==> src/rtl/param_calculator.sv <==
// Iterative unsigned calculator: operands are entered with SCEN, then one of
// add/sub (single cycle) or shift-add multiply / restoring divide (WIDTH cycles).
module param_calculator #(
    parameter int WIDTH = 16,
    parameter int CNT_W = $clog2(WIDTH) + 1
) (
    input  logic                 Clk,
    input  logic                 Reset,
    input  logic [WIDTH-1:0]     In,
    input  logic                 SCEN,
    input  logic                 ButU,
    input  logic                 ButD,
    input  logic                 ButR,
    input  logic                 ButL,
    output logic [WIDTH-1:0]     A,
    output logic [WIDTH-1:0]     B,
    output logic [2*WIDTH-1:0]   C,
    output logic [WIDTH-1:0]     R,
    output logic                 Flag,
    output logic                 Busy,
    output logic                 Done,
    output logic                 QI,
    output logic                 QGet_A,
    output logic                 QGet_B,
    output logic                 QGet_Op,
    output logic                 QAdd,
    output logic                 QSub,
    output logic                 QMul,
    output logic                 QDiv,
    output logic                 QErr,
    output logic                 QDone
);

    localparam int W2 = 2 * WIDTH;

    typedef enum logic [9:0] {
        S_INIT  = 10'b00_0000_0001,
        S_GET_A = 10'b00_0000_0010,
        S_GET_B = 10'b00_0000_0100,
        S_GET_OP= 10'b00_0000_1000,
        S_ADD   = 10'b00_0001_0000,
        S_SUB   = 10'b00_0010_0000,
        S_MUL   = 10'b00_0100_0000,
        S_DIV   = 10'b00_1000_0000,
        S_ERR   = 10'b01_0000_0000,
        S_DONE  = 10'b10_0000_0000
    } state_t;

    state_t             state;
    logic [CNT_W-1:0]   cnt;
    logic [W2-1:0]      mcand;
    logic [WIDTH-1:0]   wq;       // multiplier (MUL) or dividend/quotient (DIV)
    logic [WIDTH-1:0]   divisor;
    logic [W2-1:0]      mul_sum;
    logic [WIDTH:0]     div_res;
    logic [WIDTH:0]     add_sum;
    logic               last_iter;

    // One restoring-divide step: returns {quotient bit, new partial remainder}.
    function automatic logic [WIDTH:0] div_step(input logic [WIDTH-1:0] rem,
                                                 input logic msb,
                                                 input logic [WIDTH-1:0] d);
        logic [WIDTH:0] trial;
        logic [WIDTH:0] diff;
        trial = {rem, msb};
        diff  = trial - {1'b0, d};
        if (trial >= {1'b0, d})
            return {1'b1, diff[WIDTH-1:0]};
        else
            return {1'b0, trial[WIDTH-1:0]};
    endfunction

    always_comb begin
        mul_sum   = C + (wq[0] ? mcand : '0);
        div_res   = div_step(R, wq[WIDTH-1], divisor);
        add_sum   = {1'b0, A} + {1'b0, B};
        last_iter = (cnt == CNT_W'(WIDTH - 1));
    end

    always_ff @(posedge Clk or posedge Reset) begin
        if (Reset) begin
            state   <= S_INIT;
            A       <= '0;
            B       <= '0;
            C       <= '0;
            R       <= '0;
            Flag    <= 1'b0;
            cnt     <= '0;
            mcand   <= '0;
            wq      <= '0;
            divisor <= '0;
        end else begin
            unique case (state)
                S_INIT: begin
                    A    <= '0;
                    B    <= '0;
                    C    <= '0;
                    R    <= '0;
                    Flag <= 1'b0;
                    cnt  <= '0;
                    if (SCEN) state <= S_GET_A;
                end
                S_GET_A: begin
                    A <= In;
                    if (SCEN) state <= S_GET_B;
                end
                S_GET_B: begin
                    B <= In;
                    if (SCEN) state <= S_GET_OP;
                end
                S_GET_OP: begin
                    if (ButU | ButD | ButR | ButL) begin
                        C       <= '0;
                        R       <= '0;
                        cnt     <= '0;
                        Flag    <= 1'b0;
                        mcand   <= {{WIDTH{1'b0}}, A};
                        wq      <= ButU ? B : A;
                        divisor <= B;
                        if (ButU)          state <= S_MUL;
                        else if (ButD)     state <= (B == '0) ? S_ERR : S_DIV;
                        else if (ButR)     state <= S_ADD;
                        else               state <= S_SUB;
                    end
                end
                S_ADD: begin
                    C     <= {{(WIDTH-1){1'b0}}, add_sum};
                    Flag  <= add_sum[WIDTH];
                    state <= S_DONE;
                end
                S_SUB: begin
                    C     <= {{WIDTH{1'b0}}, A - B};
                    Flag  <= (A < B);
                    state <= S_DONE;
                end
                S_MUL: begin
                    C     <= mul_sum;
                    mcand <= mcand << 1;
                    wq    <= wq >> 1;
                    cnt   <= cnt + CNT_W'(1);
                    if (last_iter) begin
                        Flag  <= |mul_sum[W2-1:WIDTH];
                        state <= S_DONE;
                    end
                end
                S_DIV: begin
                    R   <= div_res[WIDTH-1:0];
                    wq  <= {wq[WIDTH-2:0], div_res[WIDTH]};
                    cnt <= cnt + CNT_W'(1);
                    if (last_iter) begin
                        C     <= {{WIDTH{1'b0}}, wq[WIDTH-2:0], div_res[WIDTH]};
                        Flag  <= 1'b0;
                        state <= S_DONE;
                    end
                end
                S_ERR: begin
                    A    <= '0;
                    B    <= '0;
                    C    <= '0;
                    R    <= '0;
                    Flag <= 1'b1;
                    if (SCEN) state <= S_INIT;
                end
                S_DONE: begin
                    if (SCEN) state <= S_INIT;
                end
                default: state <= S_INIT;
            endcase
        end
    end

    assign QI      = (state == S_INIT);
    assign QGet_A  = (state == S_GET_A);
    assign QGet_B  = (state == S_GET_B);
    assign QGet_Op = (state == S_GET_OP);
    assign QAdd    = (state == S_ADD);
    assign QSub    = (state == S_SUB);
    assign QMul    = (state == S_MUL);
    assign QDiv    = (state == S_DIV);
    assign QErr    = (state == S_ERR);
    assign QDone   = (state == S_DONE);
    assign Busy    = QMul | QDiv;
    assign Done    = QDone;

endmodule
==> config.mk <==
export PLATFORM = sky130hd
export DESIGN_NAME = param_calculator
export DESIGN_NICKNAME = d
export VERILOG_FILES = /design/src/rtl/param_calculator.sv
export SDC_FILE = /design/constraint.sdc
export NUM_CORES = 1
export LEC_CHECK = 0
export CORE_AREA = 10 10 163 165
export CTS_BUF_LIST = sky130_fd_sc_hd__clkbuf_4
export CTS_CLUSTER_DIAMETER = 120
export DETAILED_ROUTE_END_ITERATION = 12
export DIE_AREA = 0 0 173 175
export PLACE_DENSITY = 0.7
export SLEW_MARGIN = 20
export SYNTH_ARGS = -nofsm -noshare
export SYNTH_HDL_FRONTEND = slang
export SYNTH_SLANG_ARGS = --single-unit
==> constraint.sdc <==
create_clock -name Clk -period 10.57 [get_ports Clk]
set_input_delay 1.057 -clock Clk [delete_from_list [all_inputs] [get_ports Clk]]
set_output_delay 1.057 -clock Clk [all_outputs]
set_load 0.01 [all_outputs]
==> impl_metrics.tcl, run 1 <==
set metrics [dict create \
    cts_resized 0 \
    gp_congestion 1.01 \
    synth_nets 1480 \
    wl_met2_mm 15.9 \
    rr_startpoint "wq[0]$_DFFE_PP0P_" \
    max_freq_mhz 206 \
    grt-ovfl-total 0 \
    portBuffers 115 \
    reg2reg_slack_ns 5.72 \
    coreArea_mm2 0.0233 \
    cp-endpoint "Flag$_DFFE_PP0P_" \
    dr_wl_met3_mm 2.52 \
    start_util_pct 49.1 \
    criticalPathCategory "register to register" \
    cts_tree "yes" \
    drc 0 \
    cts-root-buf "clkbuf_4" \
    final_nets 1550 \
    postSynthCellCount 1372 \
    total_power_mw 3.44 \
    vias 10500 \
    outcome "finished clean" \
    drtAntennaViolNets 0 \
    ff_latch_area_mm2 0.00401 \
    static-leakage-power_nw 5.78 \
    wire_per_inst_um 19.8 \
    multi_input_area_mm2 0.00681 \
    viasPerCell 5.91 \
    arrival_ns 5.33 \
    yosysUniqueCellTypes 82 \
    ys.flop_type "dfrtp_1" \
    instances_no_fill 1775 \
    met1_length_mm 15.7 \
    switching_share_pct 49.6 \
    tns_ns 0 \
    antenna_found_initial 1 \
    hpwl_mm 26.1 \
    grt_max_degree 85 \
    clkSlewWorstSetupHoldPaths_ns 0.14 \
    cts_setup_buffers 0 \
    p_seq_share_pct 27.7 \
    grt_pass1_vias 10100 \
    min_path_type "register to register" \
    firstDrtPassIters 6 \
    hold_depth 2 \
    cap_violations 0 \
    p_clk_share_pct 10.8 \
    cts_hold_buffers 0 \
    die_h_um 175 \
    drt_iter0_drc 1123 \
    fin_worst_skew_ns 0.0236 \
    fin_crit_ns 4.85 \
    fin_crit_sh_pct 45.9 \
    avgSynthCellArea_um2 8.33 \
    critical_path.max_fanout 34 \
    nFillCells 2221 \
    syn_to_final_growth_pct 13.6 \
    utilization_pct 55.8 \
    cts_buffers 17 \
    async_reset_ff_share_pct 100 \
    cp.required_ns 11.05 \
    maxSlewViolCount 0 \
    netSwitchingPower_mw 1.71 \
    die_w_um 173 \
    fin_area_mm2 0.0130 \
    layout-drive-gt1-share_pct 4.74 \
    grt_pass1_wl_mm 55.9 \
    crit_path_end_kind "register" \
    seq_area_frac_synth_pct 35.1 \
    cp-start-kind "register" \
    insertion_delay_ns 0.59 \
    highest_layer "met4" \
    rsz0062_at_grt "false" \
    synth_seq_cells 160 \
    clock_path_buffers 2 \
    placed_area_mm2 0.0127 \
    track_usage_pct 22.7 \
    htree_levels 4 \
    rows 56 \
    ir_drop_mv 0.115 \
    p_per_area_mw_per_mm2 265 \
    drt-total-wl_mm 35.1 \
    io_pins 116 \
    startpoint "wq[0]$_DFFE_PP0P_" \
    die_area_mm2 0.0303 \
    pwr-share-comb_pct 61.5 \
    dpl.cell_count 1742 \
    p_int_mw 1.73 \
    hold_viol 0 \
    synth-edff-count 0 \
    numClockSinks 160 \
    syn_area_mm2 0.0114 \
    relSlewSlack_pct 33.3 \
    tightest_slew_ns 0.998 \
    r2r_end "Flag$_DFFE_PP0P_" \
    yosys_warnings 0 \
    rr_worst_depth 14 \
    finalSetupViolations 0 \
]
-- cell usage after synthesis, types with 13 or more instances --
library cell / count / area share (%)
a21oi_1: 128 / 5.6
xnor2_1: 31 / 2.4
nand4_1: 15 / 0.82
dfrtp_1: 159 / 35
o21bai_1: 14 / 0.92
mux2i_1: 44 / 3.9
nand3_1: 27 / 1.2
nor3_1: 21 / 0.92
inv_1: 72 / 2.4
o21ai_1: 45 / 2.0
and2_1: 35 / 1.9
a221oi_1: 19 / 1.5
o21ai_0: 62 / 2.7
nor2_1: 95 / 3.1
nand2_1: 221 / 7.3
a22o_1: 13 / 1.0
ha_1: 81 / 8.9
a21o_1: 20 / 1.3
clkbuf_1: 50 / 1.6
-- cells by family after synthesis --
| kind of cell | share of synthesized area, % |
|---|---|
| DFF | 35.1 |
| AOI/OAI and AO/OA | 22.8 |
| and+or+nand+nor | 19.9 |
| adders and majority gates | 9.57 |
| buffers and inverters | 5.47 |
| muxes | 4.05 |
| xor gates and xnor gates | 3.14 |
-- worst max-delay path, cell delays in order, from the launching register on --
cell and delay, ns:
dfrtp_1 1.02, and2_1 0.24, ha_1 0.19, inv_1 0.06, fa_1 0.39, nand2b_2 0.21, a2111o_1 0.40, a2111oi_2 0.40
a211oi_2 0.12, or4_4 0.56, a21o_1 0.21, a211o_1 0.27, a2111oi_2 0.27, nand4_1 0.15, o31a_1 0.25
-- state kept, by name, summed over array words and instances, names as in the netlist --
signal,count
A,16
B,16
C,32
Flag,1
R,16
cnt,5
divisor,16
mcand,32
state,10
wq,16
-- power by group through the flow --
| stage | clock network (mW) | logic [mW] | registers [mW] |
|---|---|---|---|
| floorplan | 0 | 1.58 | 0.892 |
| global placement | 0 | 2.06 | 0.958 |
| detailed placement | 0 | 2.08 | 0.960 |
| CTS | 0.375 | 2.09 | 0.948 |
| global route | 0.398 | 2.33 | 0.971 |
| finish | 0.371 | 2.11 | 0.952 |
-- area by class of cell --
type	count	area share (%)
multi-input combinational	1066	52.5
sequential	160	30.9
timing repair buffer	123	9.32
tap	319	3.08
inverter	74	2.18
clock buffer	18	1.04
clock inverter	14	0.993
antenna	1	0.0193
-- stage by stage --
stage	worst slack, ns	hold slack [ns]
after floorplan	5.19	0.450
after global placement	5.81	0.465
after detailed placement	5.69	0.468
after CTS	5.69	0.502
after global routing	5.44	0.516
final	5.72	0.500
-- worst min-delay path by stage --
stage                               start                    end
floorplan              cnt[4]$_DFFE_PP0P_     cnt[4]$_DFFE_PP0P_
global placement       cnt[4]$_DFFE_PP0P_     cnt[4]$_DFFE_PP0P_
detailed placement  mcand[18]$_DFFE_PP0P_  mcand[19]$_DFFE_PP0P_
CTS                 mcand[22]$_DFFE_PP0P_  mcand[23]$_DFFE_PP0P_
global route        mcand[22]$_DFFE_PP0P_  mcand[23]$_DFFE_PP0P_
finish              mcand[22]$_DFFE_PP0P_  mcand[23]$_DFFE_PP0P_
-- cells in the final DEF (no fill, tap or decap), drive strengths merged, types with 7 or more instances in the layout --
cell type,instances
nand2,221
dfrtp,159
a21oi,128
clkdlybuf4s50,114
o21ai,107
nor2,95
ha,81
inv,77
mux2i,44
and2,35
xnor2,31
nand3,27
a21o,22
nor3,21
a221oi,20
clkbuf,18
nand4,16
o21bai,14
a22o,13
and3,13
nor4,12
a31oi,11
nand2b,11
nor2b,10
xor2,10
o21a,10
a211oi,9
buf,9
o221ai,8
a221o,7
-- routing by layer --
| metal | GRT usage (%) | vias up |
|---|---|---|
| met2 | 36.6 | 408 |
| met3 | 4.38 | 67 |
| met1 | 29.9 | 4974 |
| met5 | 0 | - |
| met4 | 8.23 | 0 |
| li1 | - | 5043 |
No activity file was read; power rests on OpenSTA's default activity.
==> run 2, diff against run 1 <==
- PLACE_DENSITY: 0.7 -> 0.73
- clock period: 10.57 -> 4.4 ns (I/O delays scaled with it)
==> run 2 against run 1 <==
  * Clock skew up 0.0029 ns
  * Clock-buffer cell count down 1
  * Sequential share of layout area down 0.40 points
  * First-iteration DRC count down 10%
  * Sequential cell count unchanged
  * Non-clock buffer count up 17
  * Cell count up 0.96%
  * Critical path depth unchanged
  * Via count up 1.9%
  * Critical path type unchanged
  * Largest power group unchanged
  * Highest routed layer unchanged
==> impl_metrics.tcl, run 2 (synthesis results as in run 1) <==
set metrics [dict create \
    outcome "finished clean" \
    top_regs "C: 32 flops, mcand: 32 flops" \
    static-leakage-power_nw 5.88 \
    cap_violations 0 \
    drt-total-wl_mm 35.2 \
    arrival_ns 4.66 \
    instances_no_fill 1792 \
    viasPerCell 5.97 \
    cts_tree "yes" \
    critical_path.max_fanout 4 \
    portBuffers 115 \
    insertion_delay_ns 0.60 \
    numClockSinks 160 \
    fin_crit_ns 4.15 \
    antenna_found_initial 1 \
    r2r_end "Flag$_DFFE_PP0P_" \
    fin_crit_sh_pct 94.4 \
    fin_worst_skew_ns 0.0265 \
    wire_per_inst_um 19.7 \
    crit_path_end_kind "register" \
    io_pins 116 \
    grt_max_degree 105 \
    cp.required_ns 4.90 \
    rr_worst_depth 14 \
    rr_startpoint "mcand[0]$_DFFE_PP0P_" \
    min_path_type "input pin to async pin" \
    setup_ws_ns 0.246 \
    die_w_um 173 \
    total_power_mw 8.34 \
    final_common_cell "nand2_1" \
    vias 10700 \
    die_h_um 175 \
    clock_path_buffers 2 \
    rsz0062_at_grt "false" \
    relSlewSlack_pct 36.1 \
    drc 0 \
    clkSlewWorstSetupHoldPaths_ns 0.16 \
    hold_viol 0 \
    dpl.cell_count 1759 \
    rows 56 \
    syn_to_final_growth_pct 15.1 \
    criticalPathCategory "register to register" \
    reg2reg_slack_ns 0.25 \
    whs_ns 0.0909 \
    p_per_area_mw_per_mm2 634 \
    tns_ns 0 \
    cts_setup_buffers 0 \
    htree_levels 4 \
    hpwl_mm 26.7 \
    coreArea_mm2 0.0233 \
    start_util_pct 49.1 \
    gp_congestion 0.972 \
    drtAntennaViolNets 0 \
    firstDrtPassIters 6 \
    die_area_mm2 0.0303 \
    max_freq_mhz 241 \
    final_nets 1567 \
    cp-start-kind "register" \
    layout_common_cells "nand2_1 (220), dfrtp_1 (159), a21oi_1 (127)" \
    startpoint "mcand[0]$_DFFE_PP0P_" \
    maxSlewViolCount 0 \
    pre_cts_slack_ns 0.157 \
    grt_pass1_vias 10300 \
    ir_drop_mv 0.258 \
    cts-root-buf "clkbuf_4" \
    drt_iter0_drc 1010 \
    tightest_slew_ns 0.952 \
    finalSetupViolations 0 \
    layout-drive-gt1-share_pct 5.77 \
    cts_hold_buffers 0 \
    grt-ovfl-total 0 \
    grt_pass1_wl_mm 56.2 \
    track_usage_pct 22.7 \
    cts_buffers 17 \
]
-- run 2: final cells by class --
| cell class | instances | area, µm² |
|---|---|---|
| fill | 2178 | 10100 |
| multi-input combinational | 1066 | 6830 |
| sequential | 160 | 4010 |
| timing repair buffer | 140 | 1360 |
| tap | 319 | 399 |
| inverter | 74 | 282 |
| clock inverter | 15 | 150 |
| clock buffer | 17 | 128 |
| antenna | 1 | 2.50 |
-- run 2: layer usage --
layer  GRT usage (%)  up-vias  routed length, µm
met2            37.1      400              16300
met5               0        -                  0
met4            8.01        0                992
li1                -     5096                  -
met1            29.5     5136              15700
met3            4.20       63               2200
-- run 2: worst max-delay path by stage --
stage	to	slack, ns	depth (start not counted)
final	Flag$_DFFE_PP0P_	0.25	14
after global placement	Flag$_DFFE_PP0P_	0.30	13
after CTS	Flag$_DFFE_PP0P_	0.16	13
after floorplan	Flag$_DFFE_PP0P_	0.28	15
after global routing	Flag$_DFFE_PP0P_	0.01	14
after detailed placement	Flag$_DFFE_PP0P_	0.16	13
-- run 2: critical path, cell delays in order (launching register included) --
cell       delay [ns]
dfrtp_1          0.40
and2_1           0.13
ha_1             0.21
inv_1            0.07
fa_1             0.40
nand2b_2         0.22
a2111o_1         0.43
a2111oi_4        0.39
a211oi_2         0.12
or4_4            0.56
a21o_1           0.21
a211o_1          0.27
a2111oi_2        0.27
nand4_1          0.14
o31a_1           0.25
-- run 2: report_power, final --
part | internal (mW) | total (mW) | leakage, nW | switching, mW
sequential | 1.81 | 2.22 | 2.05 | 0.407
clock | 0.301 | 0.920 | 0.152 | 0.619
combinational | 2.11 | 5.20 | 3.68 | 3.09
total | 4.22 | 8.34 | 5.88 | 4.12
-- run 2: timing repair --
action	4_1_cts	5_1_grt
setup endpoints to repair	0	1
endpoints found under the hold margin	0	0
resized for setup	0	2
-- run 2: stage by stage --
| step | utilization [%] | area, µm² |
|---|---|---|
| 6_report | 56.5 | 13100 |
| 5_1_grt | 56.5 | 13100 |
| 4_1_cts | 56.4 | 13100 |
| 3_3_place_gp | 55.2 | 12800 |
| 2_1_floorplan | - | 11400 |
| 3_5_place_dp | 55.2 | 12800 |
==> run 3, diff against run 2 <==
- CTS_CLUSTER_DIAMETER: 120 -> 50
- SLEW_MARGIN: 20 -> 5
==> run 3 against run 2 <==
  * Sequential power about the same
  * Combinational power about the same
  * Die area unchanged
  * Largest cell class unchanged
  * Highest routed layer unchanged
==> impl_metrics.tcl, run 3 (synthesis results as in run 1) <==
set metrics [dict create \
    whs_ns 0.0943 \
    wire_per_inst_um 19.6 \
    total_power_mw 8.33 \
    min_path_type "input pin to async pin" \
    relSlewSlack_pct 25.2 \
    die_w_um 173 \
    drtAntennaViolNets 0 \
    max_freq_mhz 240 \
    clock_path_buffers 2 \
    gp_congestion 0.972 \
    dpl.cell_count 1759 \
    nFillCells 2175 \
    finalSetupViolations 0 \
    track_usage_pct 22.7 \
    startpoint "mcand[0]$_DFFE_PP0P_" \
    pre_cts_slack_ns 0.157 \
    r2r_end "Flag$_DFFE_PP0P_" \
    cts-root-buf "clkbuf_4" \
    hpwl_mm 26.7 \
    maxSlewViolCount 0 \
    cts_setup_buffers 0 \
    final_nets 1567 \
    clkSlewWorstSetupHoldPaths_ns 0.16 \
    io_pins 116 \
    p_per_area_mw_per_mm2 634 \
    drt-total-wl_mm 35.2 \
    rsz0062_at_grt "false" \
    syn_to_final_growth_pct 15.1 \
    tightest_slew_ns 1.12 \
    antenna_found_initial 1 \
    rows 56 \
    cts_tree "yes" \
    instances_no_fill 1792 \
    fin_crit_sh_pct 94.6 \
    cp-endpoint "Flag$_DFFE_PP0P_" \
    fin_crit_ns 4.16 \
    setup_ws_ns 0.238 \
    hold_viol 0 \
    layout_common_cells "nand2_1 (221), dfrtp_1 (159), a21oi_1 (127)" \
    static-leakage-power_nw 5.89 \
    utilization_pct 56.5 \
    grt_max_degree 105 \
    ir_drop_mv 0.256 \
    tns_ns 0 \
    portBuffers 115 \
    rr_worst_depth 14 \
    start_util_pct 49.1 \
    grt_pass1_wl_mm 56.2 \
    insertion_delay_ns 0.60 \
    drt_iter0_drc 1005 \
    die_h_um 175 \
    critical_path.max_fanout 4 \
    htree_levels 4 \
    fin_area_mm2 0.0131 \
    cp-start-kind "register" \
    criticalPathCategory "register to register" \
    cap_violations 0 \
    final_common_cell "nand2_1" \
    firstDrtPassIters 6 \
    layout-drive-gt1-share_pct 5.71 \
    grt-ovfl-total 0 \
    outcome "finished clean" \
    grt_pass1_vias 10300 \
    cts_hold_buffers 0 \
    coreArea_mm2 0.0233 \
    vias 10700 \
    crit_path_end_kind "register" \
    top_regs "C: 32 flops, mcand: 32 flops" \
    reg2reg_slack_ns 0.24 \
    placed_area_mm2 0.0128 \
    cts_buffers 17 \
    die_area_mm2 0.0303 \
    rr_startpoint "mcand[0]$_DFFE_PP0P_" \
    arrival_ns 4.66 \
    fin_worst_skew_ns 0.0243 \
    drc 0 \
    cp.required_ns 4.90 \
    cts_resized 0 \
    viasPerCell 5.97 \
    numClockSinks 160 \
]
==> run 3: cell counts in the layout (fill, tap and decap cells not counted) <==
No cell type changed its count.
==> run 3: power by group <==
group          internal (mW)  leakage (nW)  switching, mW
clock                  0.301         0.152          0.618
sequential              1.81          2.05          0.407
combinational           2.11          3.69           3.09
total                   4.22          5.89           4.11
==> run 3: metal layers <==
metal / GRT usage (%) / wire [µm]
met2: 37.1 / 16300
met1: 29.5 / 15600
met3: 4.20 / 2330
met4: 8.01 / 994
met5: 0 / 0
==> run 3: cell type report <==
class                      count  area [µm²]  area share, %
inverter                      74         282           2.14
clock inverter                15         150           1.14
tap                          319         399           3.04
antenna                        1        2.50         0.0190
clock buffer                  17         128          0.971
sequential                   160        4010           30.5
multi-input combinational   1066        6820           51.9
timing repair buffer         140        1360           10.3
==> run 3: worst max-delay path, stage by stage, from the launching register on <==
cell and delay [ns]:
dfrtp_1 0.40, and2_1 0.13, ha_1 0.22, inv_1 0.07, fa_1 0.40, nand2b_2 0.22
a2111o_1 0.43, a2111oi_4 0.39, a211oi_2 0.11, or4_4 0.56, a21o_1 0.21, a211o_1 0.27
a2111oi_2 0.27, nand4_1 0.14, o31a_1 0.25
==> run 3: how the worst min path moves through the flow <==
stage,depth (start not counted),from,slack (ns),endpoint
global placement,2,cnt[4]$_DFFE_PP0P_,0.47,cnt[4]$_DFFE_PP0P_
finish,2,Reset,0.09,B[4]$_DFFE_PP0P_
CTS,2,Reset,0.07,B[4]$_DFFE_PP0P_
global route,2,Reset,0.08,B[4]$_DFFE_PP0P_
floorplan,2,cnt[4]$_DFFE_PP0P_,0.45,cnt[4]$_DFFE_PP0P_
detailed placement,2,divisor[15]$_DFFE_PP0P_,0.48,divisor[15]$_DFFE_PP0P_
